### config.mk
export PLATFORM = sky130hd
export DESIGN_NAME = tone_arbiter
export DESIGN_NICKNAME = d
export VERILOG_FILES = /design/src/rtl/tone_arbiter.sv
export SDC_FILE = /design/constraint.sdc
export NUM_CORES = 1
export LEC_CHECK = 0
export CAP_MARGIN = 20
export CELL_PAD_IN_SITES_DETAIL_PLACEMENT = 0
export CELL_PAD_IN_SITES_GLOBAL_PLACEMENT = 1
export CORE_UTILIZATION = 45
export CTS_BUF_LIST = sky130_fd_sc_hd__clkbuf_4 sky130_fd_sc_hd__clkbuf_8 sky130_fd_sc_hd__clkbuf_16
export DETAILED_ROUTE_END_ITERATION = 16
export PLACE_DENSITY = 0.73
export SYNTH_ARGS = -nofsm -noshare
export SYNTH_HDL_FRONTEND = slang
export SYNTH_SLANG_ARGS = --single-unit
### constraint.sdc
create_clock -name clk_0 -period 3.6 [get_ports clk_0]
set_clock_uncertainty 0.05 [all_clocks]
set_input_delay 0.9 -clock clk_0 [delete_from_list [all_inputs] [get_ports clk_0]]
set_output_delay 0.9 -clock clk_0 [all_outputs]
set_load 0.01 [all_outputs]
### src/rtl/tone_arbiter.sv
// Piezo buzzer arbiter. Game sound events become pending requests, and the buzzer
// is granted by fixed priority with preemption. It plays timed square-wave tones.
module tone_arbiter #(
  parameter int unsigned TICK_CYCLES = 25_175,
  parameter int unsigned PDL_HALF    = 28_608,
  parameter int unsigned WALL_HALF   = 57_216,
  parameter int unsigned SCORE_HALF  = 14_304,
  parameter int unsigned OVER_HALF0  = 19_072,
  parameter int unsigned OVER_HALF1  = 28_608,
  parameter int unsigned OVER_HALF2  = 57_216,
  parameter int unsigned PDL_MS      = 50,
  parameter int unsigned WALL_MS     = 30,
  parameter int unsigned SCORE_MS    = 250,
  parameter int unsigned OVER_MS     = 200,
  parameter int unsigned GAP_MS      = 10
) (
  input  logic       clk_0,
  input  logic       rst,
  input  logic       evt_paddle,
  input  logic       evt_wall,
  input  logic       evt_score,
  input  logic       evt_over,
  input  logic       mute,
  output logic       buzzer,
  output logic       busy,
  output logic [1:0] active_id
);

  localparam int HALF_W = 17;
  localparam int PRE_W  = 15;
  localparam int MS_W   = 9;

  localparam logic [HALF_W-1:0] PDL_H   = HALF_W'(PDL_HALF);
  localparam logic [HALF_W-1:0] WALL_H  = HALF_W'(WALL_HALF);
  localparam logic [HALF_W-1:0] SCORE_H = HALF_W'(SCORE_HALF);
  localparam logic [HALF_W-1:0] OVER_H0 = HALF_W'(OVER_HALF0);
  localparam logic [HALF_W-1:0] OVER_H1 = HALF_W'(OVER_HALF1);
  localparam logic [HALF_W-1:0] OVER_H2 = HALF_W'(OVER_HALF2);
  localparam logic [PRE_W-1:0]  TICK_M1 = PRE_W'(TICK_CYCLES - 1);
  localparam logic [MS_W-1:0]   PDL_D   = MS_W'(PDL_MS);
  localparam logic [MS_W-1:0]   WALL_D  = MS_W'(WALL_MS);
  localparam logic [MS_W-1:0]   SCORE_D = MS_W'(SCORE_MS);
  localparam logic [MS_W-1:0]   OVER_D  = MS_W'(OVER_MS);
  localparam logic [MS_W-1:0]   GAP_M1  = MS_W'(GAP_MS - 1);

  localparam logic [1:0] ID_WALL  = 2'd0;
  localparam logic [1:0] ID_PDL   = 2'd1;
  localparam logic [1:0] ID_SCORE = 2'd2;
  localparam logic [1:0] ID_OVER  = 2'd3;

  typedef enum logic [1:0] {
    ST_IDLE = 2'd0,
    ST_PLAY = 2'd1,
    ST_GAP  = 2'd2
  } state_e;

  state_e              state_q, state_d;
  logic [3:0]          pending_q, pending_d;
  logic [1:0]          active_q, active_d;
  logic [1:0]          note_q, note_d;
  logic [HALF_W-1:0]   half_cnt_q, half_cnt_d;
  logic [PRE_W-1:0]    pre_cnt_q, pre_cnt_d;
  logic [MS_W-1:0]     ms_cnt_q, ms_cnt_d;
  logic                buzzer_q, buzzer_d;

  logic [3:0]          evt_vec;
  logic [3:0]          clr_mask;
  logic [1:0]          grant_id;
  logic                grant_valid;
  logic                preempt;
  logic                do_grant;
  logic                tick_wrap;
  logic                half_wrap;
  logic                dur_done;
  logic                gap_done;
  logic                more_notes;
  logic [HALF_W-1:0]   cur_half;
  logic [MS_W-1:0]     cur_dur;

  assign evt_vec = {evt_over, evt_score, evt_paddle, evt_wall};

  // Highest set pending bit wins; bit index equals source id.
  always_comb begin
    // NOTE: every comb output gets a default first so no latch is inferred.
    grant_id = ID_WALL;
    if (pending_q[3])      grant_id = ID_OVER;
    else if (pending_q[2]) grant_id = ID_SCORE;
    else if (pending_q[1]) grant_id = ID_PDL;
  end

  always_comb begin
    cur_half = WALL_H;
    cur_dur  = WALL_D;
    case (active_q)
      ID_PDL:   begin cur_half = PDL_H;   cur_dur = PDL_D;   end
      ID_SCORE: begin cur_half = SCORE_H; cur_dur = SCORE_D; end
      ID_OVER: begin
        cur_dur = OVER_D;
        case (note_q)
          2'd0:    cur_half = OVER_H0;
          2'd1:    cur_half = OVER_H1;
          default: cur_half = OVER_H2;
        endcase
      end
      default: ;
    endcase
  end

  assign grant_valid = |pending_q;
  assign preempt     = (state_q == ST_PLAY) && grant_valid && (grant_id > active_q);
  assign do_grant    = !mute && (((state_q == ST_IDLE) && grant_valid) || preempt);
  assign tick_wrap   = (pre_cnt_q == TICK_M1);
  assign half_wrap   = (half_cnt_q == cur_half - HALF_W'(1));
  // Duration ends on the tick wrap that would make the ms count equal the duration.
  assign dur_done    = tick_wrap && (ms_cnt_q == cur_dur - MS_W'(1));
  assign gap_done    = tick_wrap && (ms_cnt_q == GAP_M1);
  assign more_notes  = (active_q == ID_OVER) && (note_q < 2'd2);
  assign clr_mask    = do_grant ? (4'b0001 << grant_id) : 4'b0000;

  // State register
  always_ff @(posedge clk_0 or negedge rst) begin
    // NOTE: sequential state uses non-blocking assignments only.
    if (!rst) state_q <= ST_IDLE;
    else      state_q <= state_d;
  end

  // Next-state logic
  always_comb begin
    state_d = state_q;
    if (mute) begin
      state_d = ST_IDLE;
    end else begin
      case (state_q)
        ST_IDLE: if (grant_valid) state_d = ST_PLAY;
        ST_PLAY: if (!preempt && dur_done && !more_notes) state_d = ST_GAP;
        ST_GAP:  if (gap_done) state_d = ST_IDLE;
        default: state_d = ST_IDLE;
      endcase
    end
  end

  // Output logic
  always_comb begin
    busy      = (state_q == ST_PLAY) || (state_q == ST_GAP);
    buzzer    = buzzer_q;
    active_id = active_q;
  end

  // Datapath: pending requests, grant bookkeeping and tone counters.
  always_comb begin
    pending_d  = (pending_q & ~clr_mask) | evt_vec;
    active_d   = active_q;
    note_d     = note_q;
    half_cnt_d = half_cnt_q;
    pre_cnt_d  = pre_cnt_q;
    ms_cnt_d   = ms_cnt_q;
    buzzer_d   = buzzer_q;

    if (mute) begin
      pending_d  = 4'b0000;
      note_d     = 2'd0;
      half_cnt_d = '0;
      pre_cnt_d  = '0;
      ms_cnt_d   = '0;
      buzzer_d   = 1'b0;
    end else if (do_grant) begin
      active_d   = grant_id;
      note_d     = 2'd0;
      half_cnt_d = '0;
      pre_cnt_d  = '0;
      ms_cnt_d   = '0;
      buzzer_d   = 1'b0;
    end else begin
      case (state_q)
        ST_PLAY: begin
          half_cnt_d = half_wrap ? '0 : half_cnt_q + HALF_W'(1);
          buzzer_d   = half_wrap ? ~buzzer_q : buzzer_q;
          pre_cnt_d  = tick_wrap ? '0 : pre_cnt_q + PRE_W'(1);
          ms_cnt_d   = tick_wrap ? ms_cnt_q + MS_W'(1) : ms_cnt_q;
          if (dur_done) begin
            // Both a note advance and GAP entry start from cleared counters.
            half_cnt_d = '0;
            pre_cnt_d  = '0;
            ms_cnt_d   = '0;
            buzzer_d   = 1'b0;
            if (more_notes) note_d = note_q + 2'd1;
          end
        end
        ST_GAP: begin
          buzzer_d   = 1'b0;
          pre_cnt_d  = tick_wrap ? '0 : pre_cnt_q + PRE_W'(1);
          ms_cnt_d   = tick_wrap ? ms_cnt_q + MS_W'(1) : ms_cnt_q;
          if (gap_done) begin
            pre_cnt_d = '0;
            ms_cnt_d  = '0;
          end
        end
        default: begin
          half_cnt_d = '0;
          pre_cnt_d  = '0;
          ms_cnt_d   = '0;
          buzzer_d   = 1'b0;
        end
      endcase
    end
  end

  always_ff @(posedge clk_0 or negedge rst) begin
    if (!rst) begin
      pending_q  <= 4'b0000;
      active_q   <= ID_WALL;
      note_q     <= 2'd0;
      half_cnt_q <= '0;
      pre_cnt_q  <= '0;
      ms_cnt_q   <= '0;
      buzzer_q   <= 1'b0;
    end else begin
      pending_q  <= pending_d;
      active_q   <= active_d;
      note_q     <= note_d;
      half_cnt_q <= half_cnt_d;
      pre_cnt_q  <= pre_cnt_d;
      ms_cnt_q   <= ms_cnt_d;
      buzzer_q   <= buzzer_d;
    end
  end

endmodule

==> impl_results.md <==
- Post-cts sizing count: 0
- CP cell instances: inv_1 > ha_1 > nor2b_1 > a21oi_1 > inv_1 > ha_1 > xnor2_1 > nor4_1 > o2111a_1 > o2111ai_1 > nand3b_1 > o21ai_0
- Share of cells above drive strength 1: between 6 and 7%
- Worst reg-to-reg path cell count: 12
- Starting DRC count in detailed routing: ~120
- Synth area leader: dfrtp_1
- CP bufs+invs: 2
- Critical path endpoint category: flip-flop
- Crit-path leading delay family: simple AND/OR/NAND/NOR gates
- Power density over the cells: around 440 nW/um2
- Final setup fails: 0
- Reg area: 1300 um2
- Postcts setup bufs: 0
- Achievable frequency: around 330 MHz
- Clock root cell: clkbuf_8
- Gr ovfl total: 0
- Worst-margin pin slew: approximately 0.7 ns
- DP Wirelength: a little under 5000 um
- Syn Inst Count: 361
- Via density: approximately 5.4
- Final min period: approximately 3.1 ns
- Critical path class: reg2reg
- Asr flop ratio synth: 100%
- P&R area growth vs syn: 9.70%
- Critical R2R Launch: active_id[0]
- Hold_buf cts: 0
- Post-DR wirelength/cell: 14.5 um
- Syn_nets: between 300 and 400
- Row cnt: 30
- Setup_tns: 0 ns
- CTS Buf Count: 5
- IO Pins: 11
- Max_slew headroom: 52.9%
- Antenna violations before repair: 0
- Core footprint: about 6900 um2
- Non-filler cells, final: around 470
- CP required: 3.73 ns
- Main synth FF type: dfrtp_1
- Post-synth EDFFs: 0
- Post-synthesis sequential area ratio: about two fifths
- Cell variety after synth: 53
- CP Max Fanout: 13
- DR pass1 iterations: 4
- RD Place Congestion: around 0.83
- Crit share post-route: between 80 and 90%
- Layout Nets: a little under 400
- Arr. time, crit path: around 3.2 ns
- Vias: ~2500
- Clk slew on worst S/H paths: approximately 0.1 ns
- VDD IR-drop max: around 0.17 mV
- Fillcell total: 665
- Max-cap viol count: 0
- Placed Cells: 460
- Post-synth top area share: between 40% and 50%
- Die area: 7510 um2
- Min setup slack post-route: between 0.5 and 0.6 ns
- Vias in the first global route: approximately 2400
- CTS H-tree depth: 2
- Die width: between 80 and 90 um
- RSZ-0062 raised after global routing: no
- Synthesized area per cell: approximately 8.9 um2
- IO buf count: 10
- Antenna viol nets, final: 0
- Clock Path Buffers: 2
- Min-Delay Startpoint: pre_cnt_q[0]
- Startpoint Class: flip-flop
- YS warnings: 0
- Slowest CP cell: dfrtp_1
- Status: finished, final reports clean
- Antenna Cells: 0
- Delay of the slowest cell on the worst path: 0.48 ns
- Area of the multi-input gates: around 1800 um2
- Min-Delay Path Class: reg2reg
- #FFs+latches synth: 52
- Worst Hold Depth: 1
- DRC violations left: 0
- Leak Pwr: around 1.4 nW
- First-pass GRT wire length: 11500 um
- DIE HEIGHT: approximately 87 um
- Drt total wl: between 6000 and 7000 um
- Critical path depth: 12
- Initial Util: about 47%
- GRT Util Overall: between 20% and 30%
- Clock sink count: between 50 and 60
- Worst-Skew Late Latency: approximately 0.31 ns
- Synth area leaders: dfrtp_1 (40%), ha_1 (7.0%), xnor2_1 (6.5%)
- TritonCTS clock tree: built
- Final-report hold violation count: 0
- Final Max Slew Viols: 0
- Synth Cell Area: around 3200 um2
- Largest net degree at the start of global routing: 34
- Pre-CTS setup slack: ~0.46 ns
- Setup crit start: active_id[0]
==> final cells by class <==
cell class	count	area share, %
inverters	21	2.23
well taps	96	3.39
multi-input cells	276	50.6
clock inverters	2	1.10
flip-flops and latches	52	36.8
repair buffers	15	3.75
clock buffers	6	2.16
==> Yosys cell counts (all sizes together), types with 2 or more instances <==
library cell	instances
xor2	11
and3b	2
o22ai	3
o211a	2
nand2b	6
nor3	13
a31oi	6
o21ai	19
buf	7
nor2	45
a21oi	9
xnor2	24
o41ai	2
and3	8
dfrtp	52
ha	18
and4	3
and2	2
nor2b	6
nand3	17
inv	21
o2111ai	2
clkbuf	5
nor3b	3
a32oi	5
or2	2
nor4	5
nor4b	2
a21boi	2
or4	2
and4bb	2
nand4	8
nand2	34
==> where the power goes <==
part           internal, mW  total, mW  switching [mW]
registers             0.607      0.644          0.0371
clock network         0.218      0.423           0.205
logic                 0.207      0.489           0.282
total                  1.03       1.56           0.524
==> sequential cells by signal, indices dropped and copies added (netlist names) <==
register    flops
buzzer          1
active_id       2
note_q          2
pending_q       4
pre_cnt_q      15
ms_cnt_q        9
half_cnt_q     17
state_q         2
==> cells in the final DEF, fill, tap and decap left out, types with 11 or more instances in the layout <==
cell / Yosys / final
dfrtp_1: 52 / 52
ha_1: 18 / 18
inv_1: 21 / 21
nand2_1: 34 / 34
nand3_1: 17 / 17
nor2_1: 44 / 44
nor3_1: 13 / 13
o21ai_0: 14 / 14
xnor2_1: 24 / 24
xor2_1: 11 / 11
==> through the flow <==
| step | area [um2] | total power, mW | util [%] | hold slack (ns) |
|---|---|---|---|---|
| floorplan | 3230 | 1.01 | - | 0.418 |
| finish | 3540 | 1.56 | 51.5 | 0.462 |
| global route | 3540 | 1.66 | 51.5 | 0.506 |
| CTS | 3540 | 1.58 | 51.5 | 0.467 |
| global placement | 3420 | 1.14 | 49.8 | 0.450 |
| detailed placement | 3420 | 1.15 | 49.8 | 0.453 |
==> per-layer routing <==
metal | GRT usage [%] | share of wire (%) | up-vias | routed length, um
met1 | 28.6 | 50 | 1222 | 3410
met5 | 0 | 0 | - | 0
met2 | 30.4 | 46 | 30 | 3140
met4 | 5.00 | 0.90 | 0 | 61
li1 | - | - | 1279 | -
met3 | 5.14 | 2.5 | 5 | 169
==> kinds of logic after synthesis <==
logic type / Yosys count / share of synthesized area (%)
multiplexers: 1 / 0.310
XOR/XNOR: 35 / 9.50
AO/OA/AOI/OAI: 58 / 12.1
buffers and inverters: 33 / 4.15
AND/OR/NAND/NOR: 164 / 26.6
adder cells (fa/ha/maj): 18 / 6.98
flip-flops: 52 / 40.3
==> worst paths after layout <==
path / endpoint / slack [ns]
min in group asynchronous: half_cnt_q[8] / 0.49
max in group asynchronous: note_q[1] / 2.19
worst min-delay path: pre_cnt_q[0] / 0.46
worst max register to register: half_cnt_q[7] / 0.54
worst min register to register: pre_cnt_q[0] / 0.46
worst max-delay path: half_cnt_q[7] / 0.54
Note: power is estimated with default switching activity, not from simulation.
==> RTL edit 1: new RTL, config.mk and constraints unchanged <==
The localparam `PRE_W` goes from 15 to 19.
--- a/src/rtl/tone_arbiter.sv
+++ b/src/rtl/tone_arbiter.sv
@@ -27,7 +27,7 @@
 );
 
   localparam int HALF_W = 17;
-  localparam int PRE_W  = 15;
+  localparam int PRE_W  = 19;
   localparam int MS_W   = 9;
 
   localparam logic [HALF_W-1:0] PDL_H   = HALF_W'(PDL_HALF);
Formal check against the unedited RTL: no difference found for any inputs over 10 cycles, from zero or initial values and one cycle with rst low; that may be too few to reach the edited logic, so the function may still have changed.
==> RTL edit 1 against the unedited design <==
- combinational power grew 24%
- hold slack better by 0.0059 ns
- core utilization fell by 0.34 points
- die area grew 7.9%
- critical endpoint unchanged
- cell area grew 6.6%
- routed wire length grew 3.4%
- power grew 7.5%
- sequential cell count is 4 higher
- global-route usage shrank 1.0 points
- count of clock-buffer cells in the layout unchanged
- largest power group unchanged
- area after synthesis increased by 8.1%
- worst setup slack lost 0.021 ns
==> RTL edit 1: results (changes against the unedited design) <==
Status:
- The run finished with clean final reports.

Pwr:
- The standby leakage power came to 1.47 nW (+2.1%).
- The maximum VDD drop came to 411 uV (+140%).

Setup path:
- The maximum cell stage delay along the critical path is 0.53 ns (+0.05 ns).
- The maximum net fanout on the critical path is 9 (-4).
- The data arrival time of the worst path is 3.23 ns (+0.04 ns).
- The worst reg-to-reg path cell count is 11 (-1).
- The cell family with the largest share of critical-path delay is compound AO/OA/AOI/OAI gates.

Yosys:
- The net count after synthesis was 405 (+4.9%).
- The distinct cell type count of the synthesized netlist is 63 (+19%).
- In the synthesized netlist, the cells that appear most often are 58 x sky130_fd_sc_hd__nor2_1, 56 x sky130_fd_sc_hd__dfrtp_1, 41 x sky130_fd_sc_hd__nand2_1.
- Sorting the synthesized cells by area gives the leading types as sky130_fd_sc_hd__dfrtp_1 40%, sky130_fd_sc_hd__ha_1 6.5%, sky130_fd_sc_hd__nor2_1 6.2%.
- The fraction of the yosys area taken by sequential cells is 40.2% (-0.14 points).

Finish:
- The layout filler cell count came to 726 (+9.2%).
- The finished layout cell area came to 3770 um^2 (+6.6%).
- The count of flip-flops and latches came to 56 (+7.7%).
- The net total in the final layout was 415 (+4.8%).
- The register bank with the most flops is pre_cnt_q.
- The multi-input logic cell count is 295 (+6.9%).
- The largest registers in the layout are pre_cnt_q: 19 flops, half_cnt_q: 17 flops, ms_cnt_q: 9 flops.
- The fraction of area in non-clock buffers is 3.12% (-0.63 points).
- The multi-input logic portion of the cell area is 52.0% (+1.4 points).
- The clock buffer and inverter area fraction after layout is 2.59% (-0.67 points).
- The fraction of area in registers was 37.2% (+0.38 points).
- The inverter count was 19 (-9.5%).
- The flip-flop count of the largest register, all copies and words added is 19 (+2).
- The fraction of final layout cells with drive strength greater than 1 is 8.18% (+1.5 points).
- The total inserted antenna cells came to 0 (unchanged).
- The non-clock buffer total of the final layout is 13 (-2).

STA:
- The relative slew slack came to 52.5% (-0.45 points).

Routing:
- The iteration-0 DRC count of the detailed router was 142 (+15%).
- The wire length the detailed router placed on met1 was 3690 um (+8.2%).
- The top layer reached by signal wires is met4.
- The detailed route wirelength on metal2 is 3090 um (-1.7%).
- The iteration count of the initial detailed-routing pass is 4 (unchanged).
- The detailed-routed wire length on met3 is 173 um (+2.4%).
- The number of vias in the routed layout is 2608 (+2.8%).
- The detailed-route wire length was 7010 um (+3.4%).

Clocking:
- The CTS clock-pin slew for the worst setup and hold paths came to 0.10 ns (about the same).
- The number of buffers inserted during clock tree synthesis came to 5 (unchanged).

Global routing:
- The largest net degree at the start of global routing is 57 (+68%).
- The wire length of the first global-routing pass is 12700 um (+9.8%).
- The met1 layer usage reported by global route is 27.8% (-0.77 points).
- The overall routing resource usage came to 19.1% (-1.0 points).
- The met2 routing resource usage after global routing is 30.1% (-0.29 points).

Place:
- The post-detailed-placement half-perimeter wirelength came to 4920 um (+2.1%).
- The final weighted congestion in routability-driven placement is 0.782 (-5.7%).
- The placed instance area came to 3670 um^2 (+7.3%).

Floorplanning:
- The site row count is 31 (+3.3%).

Min path:
- The start point of the worst min-delay path is pre_cnt_q[0].
RTL edit 1: logic make-up (layout without fill, tap and decap cells):
logic type      Yosys count  after routing  share of synthesized area, %
mux                       6              6                          1.72
flops                    56             56                          40.2
compound gates           50             50                          11.2
simple gates            184            184                          27.5
xor+xnor                 37             37                          9.30
fa+ha+maj                18             18                          6.46
buf+inv                  29             40                          3.59
RTL edit 1: stage by stage:
step | std cells | setup slack (ns) | hold slack (ns) | power (mW)
2_1_floorplan | 380 | 0.874 | 0.419 | 1.17
5_1_grt | 490 | 0.175 | 0.516 | 1.80
4_1_cts | 490 | 0.518 | 0.481 | 1.70
6_report | 490 | 0.519 | 0.468 | 1.67
3_5_place_dp | 482 | 0.528 | 0.465 | 1.32
3_3_place_gp | 482 | 0.538 | 0.454 | 1.32
RTL edit 1: report_power, final:
group	total (mW)	leakage [nW]	internal (mW)	switching [mW]
registers	0.696	0.772	0.655	0.0410
logic	0.607	0.658	0.248	0.359
clock network	0.370	0.0434	0.156	0.213
total	1.67	1.47	1.06	0.613
==> RTL edit 2: new RTL, same settings <==
Without the edit above. Add an input register stage for `evt_paddle`, `evt_wall`, `evt_score`, `evt_over` and `mute`, with the module's reset; this delays them by one clock.
--- a/src/rtl/tone_arbiter.sv
+++ b/src/rtl/tone_arbiter.sv
@@ -54,6 +54,28 @@
     ST_GAP  = 2'd2
   } state_e;
 
+  logic evt_paddle_q;
+  logic evt_wall_q;
+  logic evt_score_q;
+  logic evt_over_q;
+  logic mute_q;
+
+  always_ff @(posedge clk_0 or negedge rst) begin
+    if (!rst) begin
+      evt_paddle_q <= '0;
+      evt_wall_q   <= '0;
+      evt_score_q  <= '0;
+      evt_over_q   <= '0;
+      mute_q       <= '0;
+    end else begin
+      evt_paddle_q <= evt_paddle;
+      evt_wall_q   <= evt_wall;
+      evt_score_q  <= evt_score;
+      evt_over_q   <= evt_over;
+      mute_q       <= mute;
+    end
+  end
+
   state_e              state_q, state_d;
   logic [3:0]          pending_q, pending_d;
   logic [1:0]          active_q, active_d;
@@ -77,7 +99,7 @@
   logic [HALF_W-1:0]   cur_half;
   logic [MS_W-1:0]     cur_dur;
 
-  assign evt_vec = {evt_over, evt_score, evt_paddle, evt_wall};
+  assign evt_vec = {evt_over_q, evt_score_q, evt_paddle_q, evt_wall_q};
 
   // Highest set pending bit wins; bit index equals source id.
   always_comb begin
@@ -108,7 +130,7 @@
 
   assign grant_valid = |pending_q;
   assign preempt     = (state_q == ST_PLAY) && grant_valid && (grant_id > active_q);
-  assign do_grant    = !mute && (((state_q == ST_IDLE) && grant_valid) || preempt);
+  assign do_grant    = !mute_q && (((state_q == ST_IDLE) && grant_valid) || preempt);
   assign tick_wrap   = (pre_cnt_q == TICK_M1);
   assign half_wrap   = (half_cnt_q == cur_half - HALF_W'(1));
   // Duration ends on the tick wrap that would make the ms count equal the duration.
@@ -127,7 +149,7 @@
   // Next-state logic
   always_comb begin
     state_d = state_q;
-    if (mute) begin
+    if (mute_q) begin
       state_d = ST_IDLE;
     end else begin
       case (state_q)
@@ -156,7 +178,7 @@
     ms_cnt_d   = ms_cnt_q;
     buzzer_d   = buzzer_q;
 
-    if (mute) begin
+    if (mute_q) begin
       pending_d  = 4'b0000;
       note_d     = 2'd0;
       half_cnt_d = '0;
Check against the original RTL: not equivalent (Yosys sat finds a counterexample within 4 cycles, from zero or initial values and one cycle with rst low).
==> RTL edit 2 against the unedited design <==
- critical path depth is the same
- sequential share of layout area grew 0.80 points
- core utilization grew 0.83 points
- area after synthesis grew 4.5%
- clock power grew 47%
- sequential cell count grew 5
- die area grew 4.4%
- non-clock buffer count grew 1
- cell area grew 7.3%
- routed wire length grew 8.4%
- hold slack lost 0.039 ns
- worst setup slack gained 0.19 ns
- power grew 25%
- via count grew 4.9%
- critical path type unchanged
==> RTL edit 2: results (changes against the unedited design) <==
Status:
- The run finished with clean final reports.

Pwr:
- The standby leakage power came to 1.60 nW (+11%).
- The clock network fraction of design power is 31.9% (+4.7 points).
- The reported net switching power was 0.680 mW (+30%).

Setup path:
- The setup slack of the worst register-to-register path is 0.73 ns (+0.19 ns).
- The data arrival time of the worst path is 3.04 ns (-0.15 ns).
- The end of the critical path is half_cnt_q[10].

Finish:
- The net total in the final layout is 418 (+5.6%).
- The area taken by flip-flops and latches is 1430 um^2 (+9.6%).
- The fraction of area in non-clock buffers is 3.69% (-0.057 points).
- The count of clock buffers in the final design is 10 (+4).
- The fraction of final layout cells with drive strength greater than 1 is 8.04% (+1.3 points).
- The multi-input logic cell count was 288 (+4.3%).
- The count of flip-flops and latches is 57 (+9.6%).
- The finished layout cell area is 3800 um^2 (+7.3%).
- The final cell count without fillers is 497 (+6.2%).
- The area of the multi-input gates is 1820 um^2 (+1.8%).
- The layout filler cell count was 719 (+8.1%).

Clocking:
- The number of H-tree branching levels is 3 (+1).
- The number of buffers inserted during clock tree synthesis is 9 (+4).
- The CTS clock-pin slew for the worst setup and hold paths is 0.07 ns (-0.03 ns).

Global routing:
- The met2 routing resource usage after global routing came to 33.8% (+3.5 points).
- The met1 layer usage reported by global route is 27.5% (-1.1 points).
- The wire length of the first global-routing pass is 12300 um (+6.9%).
- The global-route track usage on met3 was 3.92% (-1.2 points).
- The overall routing resource usage is 20.9% (+0.83 points).
- The largest net degree at the start of global routing came to 24 (-29%).

Routing:
- The iteration-0 DRC count of the detailed router is 96 (-22%).
- The number of vias in the routed layout came to 2659 (+4.9%).

Yosys:
- The area fraction in compound gates after synthesis is 9.50% (-2.6 points).
- The net count after synthesis was 402 (+4.1%).
- By area the synthesized netlist is led by sky130_fd_sc_hd__dfrtp_1 42%, sky130_fd_sc_hd__ha_1 6.7%, sky130_fd_sc_hd__nand2_1 5.9%.

Place:
- The post-detailed-placement half-perimeter wirelength is 5360 um (+11%).
- The worst setup slack before clock tree synthesis was 0.722 ns (+0.258 ns).
- The number of placed instances, taps included was 481 (+4.6%).

STA:
- The relative slew slack was 62.6% (+9.7 points).
[RTL edit 2: cell count changes after synthesis, sizes merged, moves of 4 or more]
| cell | unedited run | this run |
|---|---|---|
| nand2 | 34 | 53 |
| xor2 | 11 | 16 |
| dfrtp | 52 | 57 |
| o211ai | 1 | 7 |
| o21ai | 19 | 10 |
| a32oi | 5 | 1 |
| a31oi | 6 | 1 |
| xnor2 | 24 | 18 |
| nand2b | 6 | 2 |
[RTL edit 2: tightest hold or removal path, stage by stage (launching register included)]
cell and delay, ns:
sky130_fd_sc_hd__dfrtp_1 0.33, sky130_fd_sc_hd__a21oi_1 0.04, sky130_fd_sc_hd__nor2_1 0.07
[RTL edit 2: routing by layer]
| metal | up-vias | share of wire, % |
|---|---|---|
| met5 | - | 0 |
| li1 | 1338 | - |
| met4 | 0 | 1.1 |
| met1 | 1279 | 49 |
| met3 | 9 | 2.2 |
| met2 | 33 | 47 |
[RTL edit 2: per-stage QoR]
step	power (mW)	util (%)	hold slack [ns]
after global placement	1.33	49.5	0.412
after CTS	1.96	52.3	0.429
after global routing	2.07	52.3	0.471
after floorplan	1.15	-	0.388
final	1.94	52.3	0.423
after detailed placement	1.34	49.5	0.416
[RTL edit 2: cells by family (layout without fill, tap and decap cells)]
family,Yosys count,in the layout
xor gates and xnor gates,34,34
adders and majority gates,18,18
AOI/OAI and AO/OA,47,47
and+or+nand+nor,187,187
muxes,2,2
DFF,57,57
buffers and inverters,32,53
[RTL edit 2: how the worst min path moves through the flow]
stage / from / end / cells past startpoint
5_1_grt: evt_wall_q / pending_q[0] / 2
2_1_floorplan: evt_wall_q / pending_q[0] / 2
6_report: evt_over_q / pending_q[3] / 2
4_1_cts: evt_over_q / pending_q[3] / 2
3_5_place_dp: evt_over_q / pending_q[3] / 2
3_3_place_gp: evt_over_q / pending_q[3] / 2
